**src/rtl/gate_sequencer_pkg.sv**
```systemverilog
// Shared definitions for the gate self-test sequencer: state encodings,
// vector index width and the failing-vector priority helper.
package gate_sequencer_pkg;

  typedef enum logic [1:0] {
    ST_IDLE  = 2'd0,
    ST_APPLY = 2'd1,
    ST_DONE  = 2'd2
  } state_t;

  localparam int IDX_W = 2;
  localparam logic [IDX_W-1:0] LAST_VEC = 2'd3;

  // Lowest set bit of the mismatch mask; 0 when nothing failed.
  function automatic logic [IDX_W-1:0] lowest_fail(input logic [3:0] mask);
    lowest_fail = '0;
    for (int i = 3; i >= 0; i--) begin
      if (mask[i]) lowest_fail = IDX_W'(i);
    end
  endfunction

endpackage

```
**src/rtl/gate_sequencer_dwell_timer.sv**
```systemverilog
// Dwell counter for one test vector: counts 0..DWELL-1 while enabled and
// wraps on its own; last flags the sampling clock of the dwell.
module dwell_timer #(
  parameter int DWELL = 4,
  parameter int CW    = 2
) (
  input  logic clk,
  input  logic rstn,
  input  logic clr,
  input  logic en,
  output logic last
);

  localparam logic [CW-1:0] CNT_MAX = CW'(DWELL - 1);

  logic [CW-1:0] cnt;

  assign last = (cnt == CNT_MAX);

  always_ff @(posedge clk or negedge rstn) begin
    if (!rstn) begin
      cnt <= '0;
    end else if (clr) begin
      cnt <= '0;
    end else if (en) begin
      cnt <= last ? '0 : cnt + 1'b1;
    end
  end

endmodule

```
**src/rtl/gate_sequencer.sv**
```systemverilog
// Self-test controller for a 2-input gate: walks vectors 00..11, holds each
// for DWELL clocks, samples z0 on the last clock and records mismatches.
module gate_sequencer
  import gate_sequencer_pkg::*;
#(
  parameter int         DWELL  = 4,
  parameter logic [3:0] EXPECT = 4'b1000
) (
  input  logic       clk,
  input  logic       rstn,
  input  logic       start,
  input  logic       z0,
  output logic       x0,
  output logic       x1,
  output logic       busy,
  output logic       done,
  output logic       pass,
  output logic [3:0] fail_mask,
  output logic [1:0] first_fail
);

  localparam int CW = (DWELL > 1) ? $clog2(DWELL) : 1;

  state_t           state;
  logic [IDX_W-1:0] idx;
  logic             last;
  logic             timer_clr;
  logic             timer_en;
  logic [3:0]       mask_next;

  // Timer is held cleared outside APPLY so every run starts its first dwell at 0.
  assign timer_clr = (state != ST_APPLY);
  assign timer_en  = (state == ST_APPLY);

  dwell_timer #(
    .DWELL (DWELL),
    .CW    (CW)
  ) u_timer (
    .clk  (clk),
    .rstn (rstn),
    .clr  (timer_clr),
    .en   (timer_en),
    .last (last)
  );

  always_comb begin
    mask_next = fail_mask;
    if (z0 != EXPECT[idx]) mask_next[idx] = 1'b1;
  end

  always_ff @(posedge clk or negedge rstn) begin
    if (!rstn) begin
      state      <= ST_IDLE;
      idx        <= '0;
      x0         <= 1'b0;
      x1         <= 1'b0;
      busy       <= 1'b0;
      done       <= 1'b0;
      pass       <= 1'b0;
      fail_mask  <= '0;
      first_fail <= '0;
    end else begin
      case (state)
        ST_IDLE, ST_DONE: begin
          if (start) begin
            state      <= ST_APPLY;
            idx        <= '0;
            x0         <= 1'b0;
            x1         <= 1'b0;
            busy       <= 1'b1;
            done       <= 1'b0;
            pass       <= 1'b0;
            fail_mask  <= '0;
            first_fail <= '0;
          end
        end
        ST_APPLY: begin
          if (last) begin
            fail_mask  <= mask_next;
            first_fail <= lowest_fail(mask_next);
            if (idx == LAST_VEC) begin
              state <= ST_DONE;
              x0    <= 1'b0;
              x1    <= 1'b0;
              busy  <= 1'b0;
              done  <= 1'b1;
              pass  <= (mask_next == 4'b0000);
            end else begin
              idx      <= idx + 1'b1;
              {x0, x1} <= idx + 1'b1;
            end
          end
        end
        default: begin
          state      <= ST_IDLE;
          idx        <= '0;
          x0         <= 1'b0;
          x1         <= 1'b0;
          busy       <= 1'b0;
          done       <= 1'b0;
          pass       <= 1'b0;
          fail_mask  <= '0;
          first_fail <= '0;
        end
      endcase
    end
  end

endmodule
```
**config.mk**
```make
export PLATFORM = sky130hd
export DESIGN_NAME = gate_sequencer
export DESIGN_NICKNAME = d
export VERILOG_FILES = /design/src/rtl/gate_sequencer_pkg.sv /design/src/rtl/gate_sequencer_dwell_timer.sv /design/src/rtl/gate_sequencer.sv
export SDC_FILE = /design/constraint.sdc
export NUM_CORES = 1
export LEC_CHECK = 0
export BUFFER_PORTS_ARGS = -buffer_cell sky130_fd_sc_hd__buf_2
export CAP_MARGIN = 10
export CORE_MARGIN = 4
export CORE_UTILIZATION = 30
export CTS_BUF_LIST = sky130_fd_sc_hd__clkbuf_4 sky130_fd_sc_hd__clkbuf_8
export DETAILED_ROUTE_END_ITERATION = 7
export GPL_TIMING_DRIVEN = 0
export SYNTH_ARGS = -nofsm -noshare
export SYNTH_HDL_FRONTEND = slang
export SYNTH_SLANG_ARGS = --single-unit
```
**constraint.sdc**
```tcl
create_clock -name clk -period 1.9 [get_ports clk]
set_clock_uncertainty 0.2 [all_clocks]
set_input_delay 0.285 -clock clk [delete_from_list [all_inputs] [get_ports clk]]
set_output_delay 0.285 -clock clk [all_outputs]
set_load 0.02 [all_outputs]
```
==> results_dict.tcl, run 1 <==
set metrics [dict create \
    cts_buffer_depth 2 \
    fillerInstances 248 \
    cts_made_buffers 3 \
    path_class "register to register" \
    setup_viol 0 \
    hold_path_depth 3 \
    die_h_um 59.6 \
    wl_per_cell_um 12.6 \
    synth_top_area_share_pct 50.1 \
    tightest_slew_ns 0.473 \
    io_buffer_count 14 \
    yosys_warnings 0 \
    cp-end-kind "register" \
    cts_tree "built" \
    synth_area_leaders "dfrtp_1, ha_1, a21oi_1" \
    num_rows 18 \
    hp-class "input pin to register" \
    dr_total_vias 591 \
    status "complete, no violations" \
    pin_count 15 \
    peakVddDrop_mv 0.670 \
    grt_pass1_vias 593 \
    drc 0 \
    period_needed_ns 1.81 \
    syn_inst 72 \
    first_pass_iters 4 \
    dieArea_mm2 0.00356 \
    drt-initial-drc-count 17 \
    grt_usage_pct 10.1 \
    fin_area_um2 957 \
    syn2layout_area_growth_pct 19.7 \
    ant_nets 0 \
    max_slew_margin_pct 68.4 \
    final_cell_mix "dfrtp_1, buf_2, nand2_1" \
    yosysSeqAreaShare_pct 50.1 \
    dp.cells 116 \
    cts_setup_buffers 0 \
    ys_types 25 \
    cts_root_buf "clkbuf_4" \
    finalCritPeriodShare_pct 95.3 \
    placed_cell_area_um2 907 \
    overflow 0 \
    cp.arrival_ns 1.79 \
    synth_seq_cells 16 \
    instances_no_fill 120 \
    layout_commonest_cell "dfrtp_1" \
    clk_latency_ns 0.28 \
    wl_um 1510 \
    antenna_found_initial 0 \
    postSynthAreaPerCell_um2 11.1 \
    syn-num-nets 82 \
    hpwlAfterDp_um 1130 \
    leakage_uw 0.000484 \
    clkSlewWorstSetupHoldPaths_ns 0.09 \
    powerDensity_mw_per_mm2 1330 \
    clock_sinks 16 \
    start_util_pct 32.0 \
    die_x_um 59.6 \
    cts_max_level 1 \
    grt_pass1_wl_um 2670 \
    fin_nets 102 \
    r2r_cells 5 \
    viasPerCell 4.93 \
    drive_gt1_share_pct 33.3 \
    fmax_mhz 552 \
    cap_violations 0 \
    num_antenna_cells 0 \
    hold_viol 0 \
    synth_area_um2 800 \
    cp_max_fo 7 \
    place_congestion 0.802 \
    coreArea_mm2 0.00250 \
    start_kind "register" \
    grt_start_max_net_pins 17 \
    slew_viol_final 0 \
    worstPathRequired_ns 1.88 \
    yosysTopAreaCell "dfrtp_1" \
]
## state kept, by name, indices dropped and copies added (netlist names)
name         count
fail_mask        4
first_fail       2
idx              2
state            2
u_timer.cnt      2
busy             1
pass             1
x0               1
x1               1
## area by class of cell
cell class / instances / area (um^2) / share of cell area [%]
Sequential cell: 16 / 400 / 41.8
Buffer: 1 / 11.3 / 1.18
Tap cell: 30 / 37.5 / 3.92
Timing Repair Buffer: 15 / 80.1 / 8.37
Inverter: 4 / 15.0 / 1.57
Clock buffer: 3 / 22.5 / 2.35
Multi-Input combinational cell: 51 / 390 / 40.8
## synthesized netlist by cell type, drive strengths merged
library cell / n
nand4: 1
o22ai: 2
buf: 1
o41ai: 1
nor3: 2
nand2b: 2
a32o: 3
nand2: 8
a21oi: 6
and2: 3
xor2: 1
inv: 4
o21ai: 5
ha: 6
a21o: 2
mux2: 1
a22o: 3
dfrtp: 16
nor2: 4
and2b: 1
## cell families after synthesis
logic type	Yosys count	synth area share, %
AO/OA/AOI/OAI	22	19.7
AND/OR/NAND/NOR	21	14.1
flip-flops	16	50.1
adder cells (fa/ha/maj)	6	9.39
buffers and inverters	5	3.29
XOR/XNOR	1	2.03
multiplexers	1	1.41
## metal layers
| layer | routed length (um) | track usage, % | vias to the layer above |
|---|---|---|---|
| li1 | - | - | 294 |
| met1 | 730 | 13.3 | 279 |
| met2 | 677 | 15.6 | 16 |
| met3 | 96 | 4.36 | 2 |
| met4 | 8 | 1.90 | 0 |
| met5 | 0 | 0 | - |
## through the flow
step | TNS (ns) | util [%] | setup slack [ns] | total power (uW) | hold WS [ns]
after floorplan | 0 | - | 0.136 | 940 | -0.211
after global placement | -0.0101 | 36.3 | -0.0101 | 1090 | 0.0167
after detailed placement | -0.0166 | 36.3 | -0.0166 | 1100 | 0.0237
after CTS | -0.00344 | 37.7 | -0.00344 | 1290 | 0.0715
after global routing | -0.00700 | 38.3 | -0.00700 | 1380 | 0.107
final | 0 | 38.3 | 0.0891 | 1270 | 0.0921
## final timing paths
kind | slack [ns] | endpoint | start
min | 0.09 | state[0]$_DFFE_PN0P_ | start
max in group asynchronous | 1.00 | x0$_DFFE_PN0P_ | rstn
min reg2reg | 0.25 | u_timer.cnt[0]$_DFF_PN0_ | u_timer.cnt[0]$_DFF_PN0_
min in group asynchronous | 0.24 | fail_mask[1]$_DFFE_PN0P_ | rstn
max | 0.09 | first_fail[1]$_DFFE_PN0P_ | idx[0]$_DFFE_PN0P_
max reg2reg | 0.09 | first_fail[1]$_DFFE_PN0P_ | idx[0]$_DFFE_PN0P_
## worst max-delay path, stage by stage (launching register included)
cell,delay [ns]
dfrtp_1,0.46
ha_2,0.29
xor2_4,0.24
a21oi_1,0.14
and2_4,0.16
a32o_1,0.21
## power breakdown
part	internal, uW	switching [uW]	leakage (uW)
combinational	246	346	0.000258
sequential	432	73.5	0.000212
clock	73.6	100	0.0000138
total	751	520	0.000484
## timing repair
action                                  CTS  global route
endpoints found under the setup margin    1             2
hold buffers                              1             0
endpoints found under the hold margin    16             0
gates resized for setup                   1             2
Note: power is estimated with default switching activity, not from simulation.
==> run 2: changes to the inputs <==
CORE_UTILIZATION = 45   (was 30)
PLACE_DENSITY = 0.67   (was unset)
==> results_dict.tcl, run 2 (synthesis results as in run 1) <==
set metrics [dict create \
    status "complete, no violations" \
    pwr-share-comb_pct 46.4 \
    grt_usage_pct 14.1 \
    rsz0062_at_grt "false" \
    largest_reg_flops 4 \
    worstPathCellList "ha_2 > xor2_4 > a21oi_1 > and2_4 > a32o_1" \
    place_congestion 0.742 \
    ant_nets 0 \
    placed_cell_area_um2 900 \
    critical-path-top-delay-family "flip-flops" \
    reg2reg_slack_ns 0.09 \
    critical-path-max-stage-delay_ns 0.44 \
    wl_um 1490 \
    design_power_total_uw 1280 \
    clkSlewWorstSetupHoldPaths_ns 0.09 \
    finalCritPeriodShare_pct 95.3 \
    power.switching_uw 523 \
    grt_pass1_wl_um 2640 \
    num_antenna_cells 0 \
    dieArea_mm2 0.00252 \
    cts_tree "built" \
    fillerInstances 138 \
    num_rows 14 \
    cp-end-kind "register" \
    fmax_mhz 552 \
    slew_viol_final 0 \
    grt_pass1_vias 584 \
    path_class "register to register" \
    slowest_stage "dfrtp_1" \
    antenna_found_initial 0 \
    cts_setup_buffers 0 \
    path_buf_inv 0 \
    layout_commonest_cell "dfrtp_1" \
    fin_area_um2 951 \
    p_clk_share_pct 13.8 \
    fin_nets 102 \
    period_needed_ns 1.81 \
    min_from "start" \
    worstPathRequired_ns 1.87 \
    p_int_uw 753 \
    start_kind "register" \
    hpwlAfterDp_um 1090 \
    powerDensity_mw_per_mm2 1340 \
    first_pass_iters 4 \
    syn2layout_area_growth_pct 18.9 \
    final_cell_mix "dfrtp_1, buf_2, nand2_1" \
    overflow 0 \
    tightest_slew_ns 0.467 \
    io_buffer_count 14 \
    cp.arrival_ns 1.78 \
    drc 0 \
    cap_violations 0 \
    clock_sinks 16 \
    r2r_cells 5 \
    cp_max_fo 7 \
    cts_made_buffers 3 \
    r2r-start "idx[1]$_DFFE_PN0P_" \
    leakage_uw 0.000483 \
    crit_cells 5 \
    drt-initial-drc-count 6 \
    cts_buffer_depth 2 \
    startpoint "idx[1]$_DFFE_PN0P_" \
    swShare_pct 41.0 \
    cts_max_level 1 \
    coreArea_mm2 0.00159 \
    wl_per_cell_um 13.1 \
    peakVddDrop_mv 0.958 \
    drive_gt1_share_pct 34.4 \
    p_seq_share_pct 39.8 \
    dr_total_vias 581 \
    hold_path_depth 3 \
    hold_viol 0 \
    viasPerCell 5.10 \
    setup_viol 0 \
    die_h_um 50.2 \
    tns_ns 0 \
    clk_latency_ns 0.29 \
    hp-class "input pin to register" \
    regMostFlops "fail_mask" \
    start_util_pct 50.2 \
    die_x_um 50.2 \
    max_slew_margin_pct 68.9 \
    pin_count 15 \
    cts_root_buf "clkbuf_4" \
    grt_start_max_net_pins 17 \
]
[run 2: cell count changes in the layout (fill, tap and decap cells not counted)]
cell / change
dfrtp_1: -1
dfrtp_2: +1
[run 2: worst paths after layout]
check | to
worst max-delay path | first_fail[1]$_DFFE_PN0P_
worst min-delay path | state[0]$_DFFE_PN0P_
worst max register to register | first_fail[1]$_DFFE_PN0P_
max in group asynchronous | idx[0]$_DFFE_PN0P_
min in group asynchronous | state[0]$_DFFE_PN0P_
worst min register to register | u_timer.cnt[0]$_DFF_PN0_
[run 2: stage by stage]
| step | hold slack [ns] | setup WS [ns] | util, % | cells |
|---|---|---|---|---|
| floorplan | -0.211 | 0.136 | - | 72 |
| global placement | 0.0169 | -0.00586 | 56.4 | 110 |
| detailed placement | 0.0161 | -0.0289 | 56.4 | 110 |
| CTS | 0.0672 | 0.0315 | 59.4 | 114 |
| global route | 0.0972 | 0.00891 | 59.7 | 114 |
| finish | 0.0666 | 0.0900 | 59.7 | 114 |
[run 2: timing repair]
action / in CTS / in global routing
hold endpoints to repair: 16 / 0
hold buffers: 1 / 0
resized for setup: 2 / 2
endpoints found under the setup margin: 1 / 2
[run 2: power by group through the flow]
stage | registers (uW) | clock network [uW] | logic [uW]
detailed placement | 512 | 0 | 580
CTS | 505 | 181 | 596
global placement | 509 | 0 | 572
finish | 508 | 176 | 592
global route | 520 | 199 | 664
floorplan | 553 | 0 | 387
[run 2: area by class of cell]
cell class                 instances  area, um^2  share of cell area, %
inverter                           4        15.0                   1.58
buffer                             1        11.3                   1.18
sequential                        16         402                   42.2
clock buffer                       3        22.5                   2.37
multi-input combinational         51         390                   41.1
timing repair buffer              15        80.1                   8.42
tap                               24        30.0                   3.16
[run 2: tightest hold or removal path: cells and delay by family]
kind | cells | cell delay [ns]
and+or+nand+nor | 2 | 0.13
buffers and inverters | 1 | 0.11
[run 2: routing by layer]
metal | track usage [%] | up-vias | wire length, um
met5 | 0 | - | 0
met4 | 8.29 | 0 | 21
met3 | 2.66 | 4 | 59
met2 | 22.8 | 11 | 664
met1 | 17.5 | 272 | 746
li1 | - | 294 | -
